File: src/rtl/uart_echo_tester_if.sv
// UART-side connection of the echo tester: TX send strobe plus the RX byte-valid level.
// master = the tester, slave = the UART core (or a bench model standing in for it).
interface uart_echo_tester_if;
    // Handshake: a send happens only in a cycle where tx_trigger is high; the master raises
    // tx_trigger for exactly one cycle and only after sampling tx_ready high, and holds tx_data
    // from that trigger until the next one. rx_byte_ready is a level: rx_data is valid while it
    // is high, and only its rising edge marks a new received byte.
    logic       tx_ready;
    logic [7:0] tx_data;
    logic       tx_trigger;
    logic       rx_byte_ready;
    logic [7:0] rx_data;

    modport master (
        input  tx_ready,
        input  rx_byte_ready,
        input  rx_data,
        output tx_data,
        output tx_trigger
    );

    modport slave (
        output tx_ready,
        output rx_byte_ready,
        output rx_data,
        input  tx_data,
        input  tx_trigger
    );
endinterface

File: src/rtl/uart_echo_tester.sv
// Initiator-side UART loopback self-test: sends a byte pattern, checks each echo, counts results.
// Optional: define UART_ECHO_TESTER_LFSR_EN for an 8-bit Galois LFSR pattern (default: incrementing byte).
module uart_echo_tester #(
    parameter int         NUM_BYTES      = 256,
    parameter int         GAP_CYCLES     = 1000,
    parameter int         TIMEOUT_CYCLES = 27000,
    parameter logic [7:0] SEED           = 8'h01
) (
    input  logic                  clk_i,
    input  logic                  rst_i,
    input  logic                  start_i,
    input  logic                  stop_i,
    uart_echo_tester_if.master    uart,
    output logic                  busy_o,
    output logic                  done_o,
    output logic [15:0]           pass_count_o,
    output logic [15:0]           err_count_o,
    output logic [7:0]            timeout_count_o,
    output logic                  last_err_o,
    output logic [2:0]            dbg_state_o
);

    typedef enum logic [2:0] {
        S_IDLE      = 3'd0,
        S_WAIT_TX   = 3'd1,
        S_WAIT_ECHO = 3'd2,
        S_GAP       = 3'd3,
        S_DONE      = 3'd4
    } state_t;

    localparam int TMO_W = (TIMEOUT_CYCLES > 2) ? $clog2(TIMEOUT_CYCLES) : 1;
    localparam int GAP_W = (GAP_CYCLES > 2) ? $clog2(GAP_CYCLES) : 1;
    localparam logic [TMO_W-1:0] TMO_LOAD = TMO_W'(TIMEOUT_CYCLES - 1);
    localparam logic [GAP_W-1:0] GAP_LOAD = GAP_W'(GAP_CYCLES - 1);
    localparam logic [31:0]      NB_L     = 32'(NUM_BYTES);

`ifdef UART_ECHO_TESTER_LFSR_EN
    localparam logic [7:0] LFSR_MASK = 8'hB8;
    // An all-zero LFSR state would lock up, so a zero seed is replaced.
    localparam logic [7:0] SEED_EFF  = (SEED == 8'h00) ? 8'h01 : SEED;
`else
    localparam logic [7:0] SEED_EFF  = SEED;
`endif

    function automatic logic [7:0] next_pattern(input logic [7:0] p);
`ifdef UART_ECHO_TESTER_LFSR_EN
        logic [7:0] fb;
        // Feedback is folded in before the shift, so 8'h01 steps to 8'h5C, 8'h2E, 8'h17.
        fb = p[0] ? LFSR_MASK : 8'h00;
        return (p ^ fb) >> 1;
`else
        return p + 8'd1;
`endif
    endfunction

    function automatic logic [15:0] sat_inc16(input logic [15:0] v);
        return (v == 16'hFFFF) ? v : v + 16'd1;
    endfunction

    function automatic logic [7:0] sat_inc8(input logic [7:0] v);
        return (v == 8'hFF) ? v : v + 8'd1;
    endfunction

    state_t            state_q, state_d;
    logic [7:0]        pattern_q, pattern_d;
    logic [7:0]        tx_data_q, tx_data_d;
    logic              trig_q, trig_d;
    logic [TMO_W-1:0]  tmo_q, tmo_d;
    logic [GAP_W-1:0]  gap_q, gap_d;
    logic [31:0]       idx_q, idx_d;
    logic              stop_q, stop_d;
    logic [15:0]       pass_q, pass_d;
    logic [15:0]       err_q, err_d;
    logic [7:0]        tcnt_q, tcnt_d;
    logic              last_err_q, last_err_d;
    logic              rx_prev_q;
    logic              echo;
    logic              last_byte;

    // Only a fresh rising edge of the RX level counts; a level already high is never an echo.
    assign echo      = uart.rx_byte_ready & ~rx_prev_q;
    assign last_byte = (NUM_BYTES != 0) && ((idx_q + 32'd1) == NB_L);

    always_comb begin
        state_d    = state_q;
        pattern_d  = pattern_q;
        tx_data_d  = tx_data_q;
        trig_d     = 1'b0;
        tmo_d      = tmo_q;
        gap_d      = gap_q;
        idx_d      = idx_q;
        stop_d     = stop_q;
        pass_d     = pass_q;
        err_d      = err_q;
        tcnt_d     = tcnt_q;
        last_err_d = last_err_q;

        case (state_q)
            S_IDLE, S_DONE: begin
                // start wins over a simultaneous stop and clears any stale stop request
                if (start_i) begin
                    state_d    = S_WAIT_TX;
                    pattern_d  = SEED_EFF;
                    idx_d      = '0;
                    stop_d     = 1'b0;
                    pass_d     = '0;
                    err_d      = '0;
                    tcnt_d     = '0;
                    last_err_d = 1'b0;
                end
            end

            S_WAIT_TX: begin
                if (stop_i) begin
                    state_d = S_DONE;
                end else if (uart.tx_ready) begin
                    trig_d    = 1'b1;
                    tx_data_d = pattern_q;
                    tmo_d     = TMO_LOAD;
                    state_d   = S_WAIT_ECHO;
                end
            end

            S_WAIT_ECHO: begin
                if (stop_i) begin
                    stop_d = 1'b1;
                end
                // An echo landing on the expiry cycle is still scored as an echo.
                if (echo) begin
                    if (uart.rx_data == tx_data_q) begin
                        pass_d     = sat_inc16(pass_q);
                        last_err_d = 1'b0;
                    end else begin
                        err_d      = sat_inc16(err_q);
                        last_err_d = 1'b1;
                    end
                    gap_d   = GAP_LOAD;
                    state_d = S_GAP;
                end else if (tmo_q == '0) begin
                    tcnt_d     = sat_inc8(tcnt_q);
                    last_err_d = 1'b1;
                    gap_d      = GAP_LOAD;
                    state_d    = S_GAP;
                end else begin
                    tmo_d = tmo_q - 1'b1;
                end
            end

            S_GAP: begin
                if (stop_i) begin
                    stop_d = 1'b1;
                end
                if (gap_q == '0) begin
                    pattern_d = next_pattern(pattern_q);
                    idx_d     = idx_q + 32'd1;
                    if (last_byte || stop_q || stop_i) begin
                        state_d = S_DONE;
                    end else begin
                        state_d = S_WAIT_TX;
                    end
                end else begin
                    gap_d = gap_q - 1'b1;
                end
            end

            default: begin
                state_d = S_IDLE;
            end
        endcase
    end

    always_ff @(posedge clk_i) begin
        if (rst_i) begin
            state_q    <= S_IDLE;
            pattern_q  <= SEED_EFF;
            tx_data_q  <= SEED_EFF;
            trig_q     <= 1'b0;
            tmo_q      <= '0;
            gap_q      <= '0;
            idx_q      <= '0;
            stop_q     <= 1'b0;
            pass_q     <= '0;
            err_q      <= '0;
            tcnt_q     <= '0;
            last_err_q <= 1'b0;
            rx_prev_q  <= 1'b0;
        end else begin
            state_q    <= state_d;
            pattern_q  <= pattern_d;
            tx_data_q  <= tx_data_d;
            trig_q     <= trig_d;
            tmo_q      <= tmo_d;
            gap_q      <= gap_d;
            idx_q      <= idx_d;
            stop_q     <= stop_d;
            pass_q     <= pass_d;
            err_q      <= err_d;
            tcnt_q     <= tcnt_d;
            last_err_q <= last_err_d;
            rx_prev_q  <= uart.rx_byte_ready;
        end
    end

    assign uart.tx_data    = tx_data_q;
    assign uart.tx_trigger = trig_q;

    assign busy_o          = (state_q != S_IDLE) && (state_q != S_DONE);
    assign done_o          = (state_q == S_DONE);
    assign pass_count_o    = pass_q;
    assign err_count_o     = err_q;
    assign timeout_count_o = tcnt_q;
    assign last_err_o      = last_err_q;
    assign dbg_state_o     = state_q;

endmodule

File: src/flat_wrapper.sv
// flat-port wrapper written by rule: the top's interface ports become plain ports
module uart_echo_tester_flat 
#(
    parameter int         NUM_BYTES      = 256,
    parameter int         GAP_CYCLES     = 1000,
    parameter int         TIMEOUT_CYCLES = 27000,
    parameter logic [7:0] SEED           = 8'h01
)
  (clk_i, rst_i, start_i, stop_i, busy_o, done_o, pass_count_o, err_count_o, timeout_count_o, last_err_o, dbg_state_o, uart_tx_ready, uart_rx_byte_ready, uart_rx_data, uart_tx_data, uart_tx_trigger);
  uart_echo_tester_if uart_i ();
  input  logic clk_i;
  input  logic rst_i;
  input  logic start_i;
  input  logic stop_i;
  output logic busy_o;
  output logic done_o;
  output logic [15:0] pass_count_o;
  output logic [15:0] err_count_o;
  output logic [7:0] timeout_count_o;
  output logic last_err_o;
  output logic [2:0] dbg_state_o;
  input wire logic [$bits(uart_i.tx_ready)-1:0] uart_tx_ready;
  input wire logic [$bits(uart_i.rx_byte_ready)-1:0] uart_rx_byte_ready;
  input wire logic [$bits(uart_i.rx_data)-1:0] uart_rx_data;
  output wire logic [$bits(uart_i.tx_data)-1:0] uart_tx_data;
  output wire logic [$bits(uart_i.tx_trigger)-1:0] uart_tx_trigger;
  assign uart_i.tx_ready = uart_tx_ready;
  assign uart_i.rx_byte_ready = uart_rx_byte_ready;
  assign uart_i.rx_data = uart_rx_data;
  assign uart_tx_data = uart_i.tx_data;
  assign uart_tx_trigger = uart_i.tx_trigger;
  uart_echo_tester #(.NUM_BYTES(NUM_BYTES), .GAP_CYCLES(GAP_CYCLES), .TIMEOUT_CYCLES(TIMEOUT_CYCLES), .SEED(SEED)) u_core (.clk_i(clk_i), .rst_i(rst_i), .start_i(start_i), .stop_i(stop_i), .uart(uart_i), .busy_o(busy_o), .done_o(done_o), .pass_count_o(pass_count_o), .err_count_o(err_count_o), .timeout_count_o(timeout_count_o), .last_err_o(last_err_o), .dbg_state_o(dbg_state_o));
endmodule
File: config.mk
export PLATFORM = sky130hd
export DESIGN_NAME = uart_echo_tester_flat
export DESIGN_NICKNAME = d
export VERILOG_FILES = /design/src/rtl/uart_echo_tester_if.sv /design/src/rtl/uart_echo_tester.sv /design/src/flat_wrapper.sv
export SDC_FILE = /design/constraint.sdc
export NUM_CORES = 1
export LEC_CHECK = 0
export BUFFER_PORTS_ARGS = -buffer_cell sky130_fd_sc_hd__buf_4
export CAP_MARGIN = 20
export CORE_AREA = 5 5 183 97
export CTS_CLUSTER_DIAMETER = 150
export DETAILED_ROUTE_END_ITERATION = 12
export DIE_AREA = 0 0 188 102
export HOLD_SLACK_MARGIN = 0.08
export PLACE_DENSITY_LB_ADDON = 0.1
export SLEW_MARGIN = 25
export SYNTH_ARGS = -nofsm -noshare
export SYNTH_HDL_FRONTEND = slang
export SYNTH_SLANG_ARGS = --single-unit
File: constraint.sdc
create_clock -name clk_i -period 2.65 [get_ports clk_i]
set_input_delay 0.265 -clock clk_i [delete_from_list [all_inputs] [get_ports clk_i]]
set_output_delay 0.265 -clock clk_i [all_outputs]
set_load 0.01 [all_outputs]
# Word-level counts from Yosys, hierarchy flattened
# Index checks and enable logic that the tools add are counted.
# op_classes
mux	45
bitwise_logic	4
n_eq_ne	27
addsub	7
n_reduce_logical	25
# ops
operator	n
$mux 16	7
$mux 32	2
$pmux 16 s2	2
$pmux 32 s2	1
$mux 15	4
$mux 8	6
$add 16x1->16 const B	2
$add 32x1->32 const B	1
$eq 16x16->1 const B	2
$eq 32x9->1 const B	1
$pmux 8 s2	2
$mux 10	3
$pmux 15 s2	1
$mux 3	7
$ne 2x2->1 const B	10
$pmux 10 s2	1
$reduce_and 5->1	4
$add 8x1->8 const B	2
$logic_not 15->1	1
$reduce_and 3->1	5
$sub 15x1->15 const B	1
$pmux 3 s4	1
$logic_not 10->1	1
$ne 2x1->1 const B	5
other kinds (20)	36
# totals
in_bits	14
elab_cells	121
reg_bits	120

# Depth between registers and ports, before layout
# depth
ltp_word	7
ltp_mapped	10
depth_no_buf	9

# Worst setup path before layout
# Ideal clock, no wire load.
# synth_timing
path_type	reg2reg
startpoint	register u_core.idx_q[11]
endpoint	register u_core.state_q[2], in the netlist u_core.dbg_state_o[2]
path_buffers	2
required_time_ps	2590
t_arrival_ps	2351
path_stages_with_launch	10
setup_slack_ps	240
cell_sequence	dfxtp_1 > clkbuf_1 > nand2_1 > or3_1 > buf_2 > nor4_4 > nand3_1 > a2111o_1 > nor4_2 > a221o_1
# synth_via
elab_chain_len	7
# synth_rtl
element	line	text
start, declared	uart_echo_tester.sv:70	logic [31:0] idx_q, idx_d;
start signal, assigned	uart_echo_tester.sv:194	idx_q <= idx_d;
$add 32x1->32	uart_echo_tester.sv:82	assign last_byte = (NUM_BYTES != 0) && ((idx_q + 32'd1) == NB_L);
$eq 32x9->1	uart_echo_tester.sv:82	
$logic_or 1x1->1 (2 in series)	uart_echo_tester.sv:156	if (last_byte || stop_q || stop_i) begin
$mux 3	uart_echo_tester.sv:156	
$mux 3	uart_echo_tester.sv:153	if (gap_q == '0) begin
$pmux 3 s4	uart_echo_tester.sv:98	case (state_q)
end signal, assigned	uart_echo_tester.sv:188	state_q <= state_d;
end, declared	uart_echo_tester.sv:64	state_t state_q, state_d;
# No other way between the ends. The select of a mux whose other input is x is not followed.
# A chain may end at the register's enable or synchronous reset.

# Worst setup path in the final report
# layout_timing
startpoint	register u_core.idx_q[9]
endpoint	register u_core.state_q[0], in the netlist u_core.dbg_state_o[0]
# The elaborated chain is that of the path after synthesis.

==> impl_metrics.ini <==
[critical_path]
cp.arrival_ps = 2780
crit_fanout = 3
worst-path-buf-inv = 1
r2r_setup_slack_ps = 130
cpMaxStageDelayCell = or3_1
crit_family = simple AND/OR/NAND/NOR gates
cp-end-kind = register
path_cells = nand4_4 -> or3_1 -> nor4_4 -> nand3_1 -> a2111o_1 -> nor4_2 -> buf_4 -> o31ai_1
crit_path_start_kind = register
worstPathRequired_ps = 2910
cpPeakStageDelay_ps = 490
worst-setup-path-type = reg -> reg

[power_and_ir_drop]
p_per_area_nw_per_um2 = 642
p_leak_nw = 2.99
irDropWorstVdd_mv = 0.458

[timing]
tns_ps = 0
tightestPinTransition_ps = 504
finalHoldViolations = 0
maxSlewViolCount = 0
fin_crit_ps = 2520
whs_ps = 109
post-route-period-util_pct = 95.0
max_freq_mhz = 397
rsz0062_at_grt = no
maxSlewHeadroom_pct = 66.4
setup_viol = 0
clock_skew_ps = 11.8

[clocking]
clock_latency_ps = 410
ctsHoldBuffers = 0
clockBufferDepth = 2
tritoncts = done
path_clk_slew_ps = 60
clockRootBuffer = clkbuf_16
clock-sinks = 120
cts_inserted_buffers = 17
h-tree-depth = 4

[grt]
grt_remaining_overflow = 0
grt_pass1_vias = 5500
busiest_layer = met1
grt_max_degree = 45
grt_use_met1_pct = 31.2
grtUsageTotal_pct = 19.6
grt_antenna_before_repair = 0
grtUsageMet3_pct = 6.14
met2_usage_pct = 25.1
grt_pass1_wl_mm = 29.9

[finish]
drive_above_1_share_pct = 19.1
multi_input_area_um2 = 3610
seqCellArea_um2 = 2400
fillers = 1514
antennaDiodeCount = 0
area_delta_synth_final_pct = 26.7
final_core_util_pct = 49.3
nNetsFinal = 904

[yosys]
synth-edff-count = 0
syn_area_um2 = 6210
ys_seq_elements = 120
synth_cell_types = 53
yosysTopAreaCellShare_pct = 38.7
ys_seq_area_share_pct = 38.7
synth_largest_area_cell = dfxtp_1
synth_area_leaders = dfxtp_1 39%, nor2_1 6.4%, xor2_1 5.5%, a21oi_1 5.2%, xnor2_1 4.4%
synth_cells = 782
synthesis.nets = 803
synthFlopType = dfxtp_1
avgSynthCellArea_um2 = 7.94
ys_top_cells_by_count = 120 x dfxtp_1, 106 x nor2_1, 69 x nand2_1
post-synth-top-count-cell = dfxtp_1
synthArstFlopShare_pct = 0
yosys_warnings = 0

[route]
vias = 6058
dr.pass1.iters = 5
wl_per_cell_um = 16.9
drtAntennaViolNets = 0
drt-initial-drc-count = 527
totalWireLength_mm = 18.7
drcViolationCount = 0
routed_via_density = 5.48

[floorplan]
start_util_pct = 39.0
placementRows = 33
die_w_um = 188
dieArea_um2 = 19200
die_y_um = 102
io_pins = 69
core_um2 = 15900

[status]
outcome = finished, final reports clean

[place]
io_buffers = 68
routabilityCongestion = 0.981
hpwlAfterDp_mm = 13.9

[run]
cap_violations = 0

[hold_path]
holdCritPathClass = in -> reg
-- flip-flops by register name (all words and copies together), names as in the netlist, 3 cells and up --
register,flops
u_core.timeout_count_o,8
u_core.uart.tx_data,8
u_core.tmo_q,15
u_core.idx_q,32
u_core.dbg_state_o,3
u_core.gap_q,10
u_core.err_count_o,16
u_core.pass_count_o,16
u_core.pattern_q,8
-- logic make-up after synthesis --
logic type	synth area share, %
buffers and inverters	3.47
AOI/OAI and AO/OA	14.6
muxes	0.685
and+or+nand+nor	31.3
adders and majority gates	1.41
xor gates and xnor gates	9.88
DFF	38.7
-- per-stage QoR --
stage	setup WS [ps]	instances	total power, mW	instance area (um2)
floorplan	240	782	2.53	6210
global placement	206	1073	2.80	7270
detailed placement	153	1073	2.82	7270
CTS	91.3	1105	5.08	7830
global route	7.00	1106	5.29	7870
finish	132	1106	5.05	7870
-- worst reg2reg max path, delay by kind of cell (launching register included) --
family	cells	cell delay, ps
AND/OR/NAND/NOR	5	1310
AO/OA/AOI/OAI	2	520
flip-flops	1	370
buffers and inverters	1	170
-- timing repair --
item                                    4_1_cts  5_1_grt
setup buffers                                 0        1
gates resized for setup                       0        4
endpoints found under the setup margin        0        3
-- worst paths after layout --
check | start | end | depth (start not counted)
max | u_core.idx_q[9] | u_core.dbg_state_o[0] | 8
min | uart_rx_byte_ready | u_core.rx_prev_q | 2
max reg2reg | u_core.idx_q[9] | u_core.dbg_state_o[0] | 8
min reg2reg | u_core.pattern_q[7] | u_core.uart.tx_data[7] | 2
-- placed cells by master, fill, tap and decap left out, drive strengths merged, types with 9 or more instances in the layout --
cell and count:
buf 130, dfxtp 120, nor2 106, nand2 69, a21oi 65, xor2 39, nor3 36, o21ai 33
xnor2 31, nand4 31, nand3 26, clkbuf 23, and3 18, nor3b 17, nor4 16, or3 12
a311oi 12, and2 9
-- area by class of cell --
class                   instances  share of cell area (%)
clock buffers                  23                    5.95
clock inverters                 9                    1.26
inverters                       8                   0.382
multi-input cells             606                    46.0
flip-flops and latches        120                    30.5
well taps                     210                    3.34
repair buffers                130                    12.6
-- power by group --
group | switching, mW | total, mW | leakage (nW) | internal [mW]
combinational | 0.517 | 0.841 | 1.73 | 0.324
sequential | 0.0669 | 1.95 | 0.969 | 1.88
clock | 0.834 | 2.26 | 0.284 | 1.43
total | 1.42 | 5.05 | 2.99 | 3.63
-- routing by layer --
layer / vias up / share of wire (%)
li1: 3002 / -
met1: 2840 / 55
met2: 205 / 38
met3: 11 / 7.3
met4: 0 / 0.50
met5: - / 0
Note: power is estimated with default switching activity, not from simulation.
